## src/rtl/comp_arb_pkg.sv

```systemverilog
// Shared types and defaults for the comparator arbiter.
package comp_arb_pkg;

   localparam int unsigned DefWidth = 16;
   localparam int unsigned DefNreq  = 4;

   typedef enum logic [1:0] {
      IDLE = 2'd0,
      CMP  = 2'd1,
      RESP = 2'd2
   } state_t;

endpackage

```

## src/rtl/Nbit_comp.sv

```systemverilog
// Unsigned N-bit magnitude comparator; exactly one output is high.
module Nbit_comp #(
   parameter int unsigned N = 16
) (
   input  logic [N-1:0] a_i,
   input  logic [N-1:0] b_i,
   output logic         gt_o,
   output logic         lt_o,
   output logic         eq_o
);

   assign gt_o = (a_i > b_i);
   assign lt_o = (a_i < b_i);
   assign eq_o = (a_i == b_i);

endmodule

```

## src/rtl/rr_pick.sv

```systemverilog
// Round-robin picker: first valid requester after last_i, wrapping at NREQ-1.
module rr_pick #(
   parameter int unsigned NREQ = 4,
   parameter int unsigned IDW  = 2
) (
   input  logic [NREQ-1:0] valid_i,
   input  logic [IDW-1:0]  last_i,
   output logic [IDW-1:0]  idx_o,
   output logic            any_o
);

   logic [IDW-1:0] cand;

   // Walk from the farthest offset down so the nearest valid candidate wins.
   always_comb begin
      idx_o = '0;
      any_o = 1'b0;
      cand  = '0;
      for (int k = int'(NREQ); k > 0; k--) begin
         cand = IDW'((int'(last_i) + k) % int'(NREQ));
         if (valid_i[cand]) begin
            idx_o = cand;
            any_o = 1'b1;
         end
      end
   end

endmodule

```

## src/rtl/comp_arbiter.sv

```systemverilog
// Round-robin arbiter sharing one magnitude comparator among NREQ requesters.
// Optional COMP_ARB_COUNT_EN adds a saturating completed-transaction counter.
module comp_arbiter
   import comp_arb_pkg::*;
#(
   parameter int unsigned WIDTH = DefWidth,
   parameter int unsigned NREQ  = DefNreq
) (
   input  logic                       clk,
   input  logic                       rst,
   input  logic [NREQ-1:0]            req_valid,
   input  logic [NREQ*WIDTH-1:0]      req_a,
   input  logic [NREQ*WIDTH-1:0]      req_b,
   output logic [NREQ-1:0]            req_ready,
   output logic                       rsp_valid,
   output logic [$clog2(NREQ)-1:0]    rsp_id,
   output logic                       rsp_gt,
   output logic                       rsp_lt,
   output logic                       rsp_eq,
   input  logic                       rsp_ready
`ifdef COMP_ARB_COUNT_EN
   ,output logic [15:0]               cmp_count
`endif
);

   localparam int unsigned IdW = $clog2(NREQ);

   state_t           state_q, state_d;
   logic [WIDTH-1:0] a_q, b_q;
   logic [IdW-1:0]   id_q, last_q;
   logic             valid_q, gt_q, lt_q, eq_q;

   logic [IdW-1:0]   pick_idx;
   logic             pick_any;
   logic             grant_en, cmp_en, hs_en;
   logic             cmp_gt, cmp_lt, cmp_eq;

   rr_pick #(
      .NREQ (NREQ),
      .IDW  (IdW)
   ) u_rr_pick (
      .valid_i (req_valid),
      .last_i  (last_q),
      .idx_o   (pick_idx),
      .any_o   (pick_any)
   );

   Nbit_comp #(
      .N (WIDTH)
   ) u_comp (
      .a_i  (a_q),
      .b_i  (b_q),
      .gt_o (cmp_gt),
      .lt_o (cmp_lt),
      .eq_o (cmp_eq)
   );

   always_comb begin
      state_d   = state_q;
      req_ready = '0;
      grant_en  = 1'b0;
      cmp_en    = 1'b0;
      hs_en     = 1'b0;
      unique case (state_q)
         IDLE: begin
            if (pick_any) begin
               req_ready[pick_idx] = 1'b1;
               grant_en            = 1'b1;
               state_d             = CMP;
            end
         end
         CMP: begin
            cmp_en  = 1'b1;
            state_d = RESP;
         end
         RESP: begin
            if (rsp_ready) begin
               hs_en   = 1'b1;
               state_d = IDLE;
            end
         end
         default: state_d = IDLE;
      endcase
      // The accept strobe must not leak out while reset is held.
      if (rst) begin
         req_ready = '0;
      end
   end

   always_ff @(posedge clk or posedge rst) begin
      if (rst) begin
         state_q <= IDLE;
      end else begin
         state_q <= state_d;
      end
   end

   always_ff @(posedge clk or posedge rst) begin
      if (rst) begin
         a_q     <= '0;
         b_q     <= '0;
         id_q    <= '0;
         last_q  <= IdW'(NREQ - 1);
         valid_q <= 1'b0;
         gt_q    <= 1'b0;
         lt_q    <= 1'b0;
         eq_q    <= 1'b0;
      end else begin
         if (grant_en) begin
            a_q  <= req_a[pick_idx*WIDTH +: WIDTH];
            b_q  <= req_b[pick_idx*WIDTH +: WIDTH];
            id_q <= pick_idx;
         end
         if (cmp_en) begin
            gt_q    <= cmp_gt;
            lt_q    <= cmp_lt;
            eq_q    <= cmp_eq;
            valid_q <= 1'b1;
         end
         if (hs_en) begin
            last_q  <= id_q;
            valid_q <= 1'b0;
         end
      end
   end

   assign rsp_valid = valid_q;
   assign rsp_id    = id_q;
   assign rsp_gt    = gt_q;
   assign rsp_lt    = lt_q;
   assign rsp_eq    = eq_q;

`ifdef COMP_ARB_COUNT_EN
   logic [15:0] count_q;

   always_ff @(posedge clk or posedge rst) begin
      if (rst) begin
         count_q <= '0;
      end else if (hs_en && (count_q != 16'hFFFF)) begin
         count_q <= count_q + 16'd1;
      end
   end

   assign cmp_count = count_q;
`endif

endmodule

```

## config.mk

```make
export PLATFORM = sky130hd
export DESIGN_NAME = comp_arbiter
export DESIGN_NICKNAME = d
export VERILOG_FILES = /design/src/rtl/comp_arb_pkg.sv /design/src/rtl/Nbit_comp.sv /design/src/rtl/rr_pick.sv /design/src/rtl/comp_arbiter.sv
export SDC_FILE = /design/constraint.sdc
export NUM_CORES = 1
export LEC_CHECK = 0
export CORE_MARGIN = 2
export CORE_UTILIZATION = 43
export CTS_CLUSTER_SIZE = 40
export DETAILED_ROUTE_END_ITERATION = 10
export GPL_TIMING_DRIVEN = 1
export PLACE_DENSITY = 0.82
export SETUP_SLACK_MARGIN = 0.15
export SLEW_MARGIN = 20
export SYNTH_ARGS = -nofsm -noshare
export SYNTH_HDL_FRONTEND = slang
export SYNTH_SLANG_ARGS = --single-unit
```

## constraint.sdc

```tcl
create_clock -name clk -period 2.3 [get_ports clk]
set_clock_uncertainty 0.05 [all_clocks]
set_input_delay 0.575 -clock clk [delete_from_list [all_inputs] [get_ports clk]]
set_output_delay 0.575 -clock clk [all_outputs]
set_load 0.01 [all_outputs]
```

# Word level (Yosys, flattened, before mapping)
# Cells that the tools add are included.
dict set report word_totals {
  regBits 42
  in_bits 135
  output_inout_bits 10
  elab_cells 63
}
dict set report op_classes {
  addsub 4
  n_lt_le_gt_ge 8
  n_eq_ne 5
  shift 2
  mux 31
  reduce_logical 4
}
# op count
set op_table {}
lappend op_table {{64-bit by 7-bit indexed part select with 16-bit output} 2}
lappend op_table {{16-bit == test} 1}
lappend op_table {{16-bit greater-than comparator} 1}
lappend op_table {{16-bit < comparator} 1}
lappend op_table {{1-bit two-way mux} 16}
lappend op_table {{2-bit by 3-bit < comparator with 1-bit output (second input constant)} 5}
lappend op_table {{2-bit two-way mux} 6}
lappend op_table {{4-bit two-way mux} 3}
lappend op_table {{1-bit binary-select mux with 2-bit select} 4}
lappend op_table {{2-bit one-hot mux with 3 select lines} 1}
lappend op_table {{2-bit by 1-bit adder with 2-bit output (second input constant)} 2}
lappend op_table {{2-bit adder (second input constant)} 2}
lappend op_table {{2-bit inequality test (second input constant)} 2}
lappend op_table {{1-bit demux with 2-bit select} 1}
lappend op_table {{2-bit by 1-bit == test with 1-bit output (second input constant)} 1}
lappend op_table {{2-bit == test (second input constant)} 1}
lappend op_table {{2-bit by 1-bit greater-or-equal comparator with 1-bit output (second input constant)} 1}
lappend op_table {{2-bit logical NOT} 1}
lappend op_table {{2-bit AND reduction} 1}
lappend op_table {{2-bit nonzero test} 1}
lappend op_table {{1-bit logical AND} 1}

# Longest topological paths before layout
dict set report depth {
  depth_word 14
  depth_mapped 7
  depth_no_buf 7
}

# Hierarchy
# Synthesis repeated with hierarchy kept, for this count alone.
dict set report hier_totals {
  hier_cells 209
  hier_area_um2 3030.4
}
# mod n_inst cells_per_inst area_per_inst_um2 seq_area_each_um2
set by_module_without_submodules {}
lappend by_module_without_submodules {comp_arbiter 1 137 2526.2 1053.5}
lappend by_module_without_submodules {Nbit_comp 1 58 412.9 0.0}
lappend by_module_without_submodules {rr_pick 1 14 91.3 0.0}

# Worst setup path after synthesis
# OpenSTA, ideal clock, no wires.
dict set report synth_path {
  path_type {input-to-output}
  startpoint {input req_valid[2]}
  endpoint {output req_ready[1]}
  t_arrival_ps 1818
  required_ps 1675
  slack_ps -143
  cell_stages 7
  path_buffers 2
  path_cell_list {nand2b_1 a21oi_1 a211o_1 buf_2 buf_2 inv_2 nor4_1}
}
dict set report synth_between {
  elab_chain_len 13
  elab_cells_between_ends 24
  cone_classes {order compare (2); mux (21); reduce/logical (1)}
}
# element line
set synth_lines {}
lappend synth_lines {{start: declaration} comp_arbiter.sv:11} ;# input logic [NREQ-1:0] req_valid,
lappend synth_lines {{1-bit binary-select mux with 2-bit select} rr_pick.sv:21} ;# if (valid_i[cand]) begin
lappend synth_lines {{1-bit two-way mux (implied by the code)} rr_pick.sv:21}
lappend synth_lines {{2-bit two-way mux (4 in a row)} rr_pick.sv:21}
lappend synth_lines {{2-bit by 3-bit < comparator with 1-bit output (implied by the code) / 2-bit by 1-bit greater-or-equal comparator with 1-bit output (equally long branches)} comp_arbiter.sv:67} ;# req_ready[pick_idx] = 1'b1;
lappend synth_lines {{1-bit logical AND (implied by the code)} comp_arbiter.sv:67}
lappend synth_lines {{1-bit two-way mux (implied by the code)} comp_arbiter.sv:67}
lappend synth_lines {{1-bit demux with 2-bit select} comp_arbiter.sv:67}
lappend synth_lines {{4-bit two-way mux *} comp_arbiter.sv:66} ;# if (pick_any) begin
lappend synth_lines {{4-bit two-way mux *} comp_arbiter.sv:64} ;# unique case (state_q)
lappend synth_lines {{4-bit two-way mux *} comp_arbiter.sv:85} ;# if (rst) begin
lappend synth_lines {{end: declaration} comp_arbiter.sv:14} ;# output logic [NREQ-1:0] req_ready,
# Every way passes the cells marked *; elsewhere a longest branch is shown, timed or not. The select of a mux whose other input is x is not followed.

# Final worst setup path
dict set report layout_path {
  startpoint {register last_q[0]}
  endpoint {output req_ready[2]}
}
dict set report layout_between {
  elab_chain_len 14
  elab_cells_between_ends 28
  cone_classes {add/sub (4); order compare (2); mux (21); reduce/logical (1)}
}
# element line
set layout_lines {}
lappend layout_lines {{start: declaration} comp_arbiter.sv:30} ;# logic [IdW-1:0] id_q, last_q;
lappend layout_lines {{start signal: assignment} comp_arbiter.sv:103} ;# last_q <= IdW'(NREQ - 1);
lappend layout_lines {{start signal: assignment} comp_arbiter.sv:121} ;# last_q <= id_q;
lappend layout_lines {{2-bit by 1-bit adder with 2-bit output} rr_pick.sv:20} ;# cand = IDW'((int'(last_i) + k) % int'(NREQ));
lappend layout_lines {{1-bit binary-select mux with 2-bit select} rr_pick.sv:21}
lappend layout_lines {{1-bit two-way mux (implied by the code)} rr_pick.sv:21}
lappend layout_lines {{2-bit two-way mux (4 in a row)} rr_pick.sv:21}
lappend layout_lines {{2-bit by 3-bit < comparator with 1-bit output (implied by the code) / 2-bit by 1-bit greater-or-equal comparator with 1-bit output (equally long branches)} comp_arbiter.sv:67}
lappend layout_lines {{1-bit logical AND (implied by the code)} comp_arbiter.sv:67}
lappend layout_lines {{1-bit two-way mux (implied by the code)} comp_arbiter.sv:67}
lappend layout_lines {{1-bit demux with 2-bit select} comp_arbiter.sv:67}
lappend layout_lines {{4-bit two-way mux *} comp_arbiter.sv:66}
lappend layout_lines {{4-bit two-way mux *} comp_arbiter.sv:64}
lappend layout_lines {{4-bit two-way mux *} comp_arbiter.sv:85}
# Marks and branches as above.

==> flow_summary.json <==
{
  "dp_hpwl_um": 6699,
  "dieWidth_um": 90.66,
  "slew_headroom_pct": 50.46,
  "grt_util_all_layers_pct": 20.82,
  "crit-reg2reg-launch": "last_q[0]$_DFFE_PP1P_",
  "fin_ws_ns": -0.2567,
  "insertion_delay_ns": 0.29,
  "area_growth_syn_to_layout_pct": 68.54,
  "diodes": 0,
  "layout-drive-gt1-share_pct": 24.90,
  "combPwrFrac_pct": 68.1,
  "gp_congestion": 0.8616,
  "hold_path_end": "b_q[8]$_DFFE_PP0P_",
  "min-delay-start": "b_q[8]$_DFFE_PP0P_",
  "ys_warn_count": 0,
  "syn-num-nets": 474,
  "min_path_type": "register to register",
  "violations": "setup timing",
  "grt_pass1_vias": 3028,
  "yosysTopAreaCell": "dfrtp_1",
  "drc": 0,
  "rsz0062_at_grt": "true",
  "min_path_cells": 2,
  "clockBufferDepth": 2,
  "maxCapViolations": 0,
  "crit_type": "register to output pin",
  "layout_common_cells": "clkdlybuf4s50_1, mux2i_1, dfrtp_1",
  "first_pass_iters": 4,
  "swShare_pct": 39.44,
  "initial_utilization_pct": 44.52,
  "crit_required_ns": 1.67,
  "synth_top_family_by_area": "multiplexers",
  "postSynthCellCount": 323,
  "final_area_um2": 5443,
  "synth_top_area_share_pct": 31.00,
  "die_y_um": 90.66,
  "p_per_area_nw_per_um2": 1116,
  "r2r-end": "a_q[13]$_DFFE_PP0P_",
  "final_cell_count_no_fill": 589,
  "tightestPinTransition_ns": 0.7431,
  "vdd_drop_max_mv": 0.5716,
  "p_int_w": 0.003678,
  "synthDistinctLibCells": 38,
  "place_area_um2": 4843,
  "synth_xor_area_share_pct": 0,
  "antenna_found_initial": 0,
  "cts_buffers": 5,
  "finalWirelength_um": 9566,
  "reg2reg_slack_ns": -0.04,
  "final_common_cell": "clkdlybuf4s50_1",
  "fillers": 488,
  "viasPerCell": 5.098,
  "grt_max_degree": 70,
  "vias": 3003,
  "power_w": 0.006072,
  "ys_top_cells_by_area": "dfrtp_1, mux2i_1, mux2_2",
  "ys_seq_area_share_pct": 32.62,
  "fin_nets": 640,
  "syn_area_per_cell_um2": 9.998,
  "worst_r2r_path_depth": 11,
  "clock_sinks": 42,
  "cp-start-kind": "register",
  "io_pins": 145,
  "whs_ns": 0.4358,
  "grt_pass1_wl_um": 13970,
  "end_kind": "output pin",
  "post-route-period-util_pct": 111.2,
  "p_clk_share_pct": 9.4,
  "post_drt_wl_per_cell_um": 16.24,
  "cts_root_buffer": "clkbuf_8",
  "grt_overflow_total": 0,
  "syn_area_um2": 3229,
  "report.final.slew_viol_count": 0,
  "yosys.area_share.simple_pct": 9.725,
  "initialDrtViolationCount": 147,
  "synth_mux_area_share_pct": 31.69,
  "cellLeakagePower_nw": 2.508,
  "hold_violations": 0,
  "finalSetupViolations": 15,
  "p_sw_w": 0.002395,
  "num_rows": 31,
  "finalCriticalPeriod_ns": 2.557,
  "die_area_um2": 8219,
  "synth_seq_cells": 42,
  "coreArea_um2": 7253,
  "fmax_mhz": 391.1,
  "cts_tree": "done",
  "htreeDepth": 2,
  "synth_compound_gate_area_share_pct": 12.09,
  "p_seq_share_pct": 22.5,
  "status": "complete, but fails checks",
  "fin_tns_setup_ns": -1.007,
  "port_buffers": 144,
  "dp.cells": 562,
  "synth-adder-area-share_pct": 6.199,
  "path_clk_slew_ns": 0.08,
  "cp.arrival_ns": 1.93,
  "ant_nets": 0,
  "crit_fanout": 3
}
stage by stage:
step | utilization [%] | worst slack (ns)
6_report | 75.04 | -0.2567
5_1_grt | 75.04 | -0.3215
4_1_cts | 69.43 | -0.2629
3_5_place_dp | 66.78 | -0.9903
3_3_place_gp | 66.78 | -0.9345
2_1_floorplan | - | 0.1025
final cells by class:
class / count / area [um2] / share of cell area (%)
Clock buffer: 6 / 72.57 / 1.333
Clock inverter: 2 / 37.54 / 0.6897
Inverter: 22 / 92.59 / 1.701
Multi-Input combinational cell: 240 / 2173 / 39.93
Sequential cell: 42 / 1054 / 19.36
Tap cell: 99 / 123.9 / 2.276
Timing Repair Buffer: 178 / 1889 / 34.71
worst max-delay path, stage by stage (launching register included):
cell      delay, ns
dfstp_2        0.55
nand2b_4       0.13
o21ai_2        0.05
a211o_1        0.30
buf_6          0.14
buf_6          0.12
nor4_4         0.19
buf_2          0.17
per-layer routing:
layer / vias to the layer above / part of all wire [%] / GRT usage [%]
li1: 1483 / - / -
met5: - / 0 / 0
met3: 2 / 5.9 / 4.925
met2: 101 / 53 / 36.13
met1: 1417 / 41 / 25.76
met4: 0 / 0.44 / 5.897
what timing repair did:
item                                    4_1_cts  5_1_grt
resized for setup                            44       55
setup buffers                                 3       10
pin swaps                                     6        6
cloned                                        1        5
hold buffers                                  0        0
endpoints found under the setup margin       38       38
Yosys cell counts:
library cell / n
a211o_1: 3
a211oi_1: 1
a211oi_2: 1
a21o_1: 2
a21oi_1: 8
a22oi_1: 1
a2bb2oi_1: 1
and3_1: 1
buf_12: 3
buf_2: 3
buf_6: 3
bufbuf_8: 1
clkbuf_1: 8
clkbuf_4: 1
dfrtp_1: 40
dfstp_2: 2
ha_1: 16
inv_1: 19
inv_2: 3
mux2_1: 2
mux2_2: 32
mux2i_1: 64
nand2_1: 39
nand2b_1: 5
nand3_1: 3
nand3b_1: 1
nand4_1: 3
nor2_1: 5
nor2b_1: 1
nor3_1: 1
nor3b_2: 1
nor4_1: 5
o211ai_1: 1
o21a_1: 3
o21ai_0: 1
o21ai_1: 23
o21ai_2: 14
or4_1: 2
power by group through the flow:
stage                     Clock, W  Combinational (W)  Sequential, W
after CTS                 0.000580            0.00340        0.00136
final                     0.000569            0.00413        0.00137
after floorplan                  0            0.00253        0.00131
after global placement           0            0.00309        0.00135
after global routing      0.000617            0.00447        0.00141
after detailed placement         0            0.00321        0.00136
cell families (layout without fill, tap and decap cells):
| group | Yosys count | in the layout |
|---|---|---|
| simple gates | 67 | 67 |
| mux | 98 | 98 |
| buf+inv | 41 | 208 |
| flops | 42 | 42 |
| fa+ha+maj | 16 | 16 |
| compound gates | 59 | 59 |
sequential cells by signal, summed over array words and instances (netlist names):
signal and flops:
rsp_id 2, b_q 16, rsp_lt 1, a_q 16, rsp_valid 1, state_q 2, last_q 2, rsp_eq 1
rsp_gt 1
how the worst max path moves through the flow:
stage,from,endpoint
6_report,last_q[0]$_DFFE_PP1P_,req_ready[2]
3_3_place_gp,req_valid[3],req_ready[0]
3_5_place_dp,req_valid[3],req_ready[0]
2_1_floorplan,req_valid[1],req_ready[2]
4_1_cts,last_q[0]$_DFFE_PP1P_,req_ready[0]
5_1_grt,last_q[0]$_DFFE_PP1P_,req_ready[2]
Note: power is estimated with default switching activity, not from simulation.
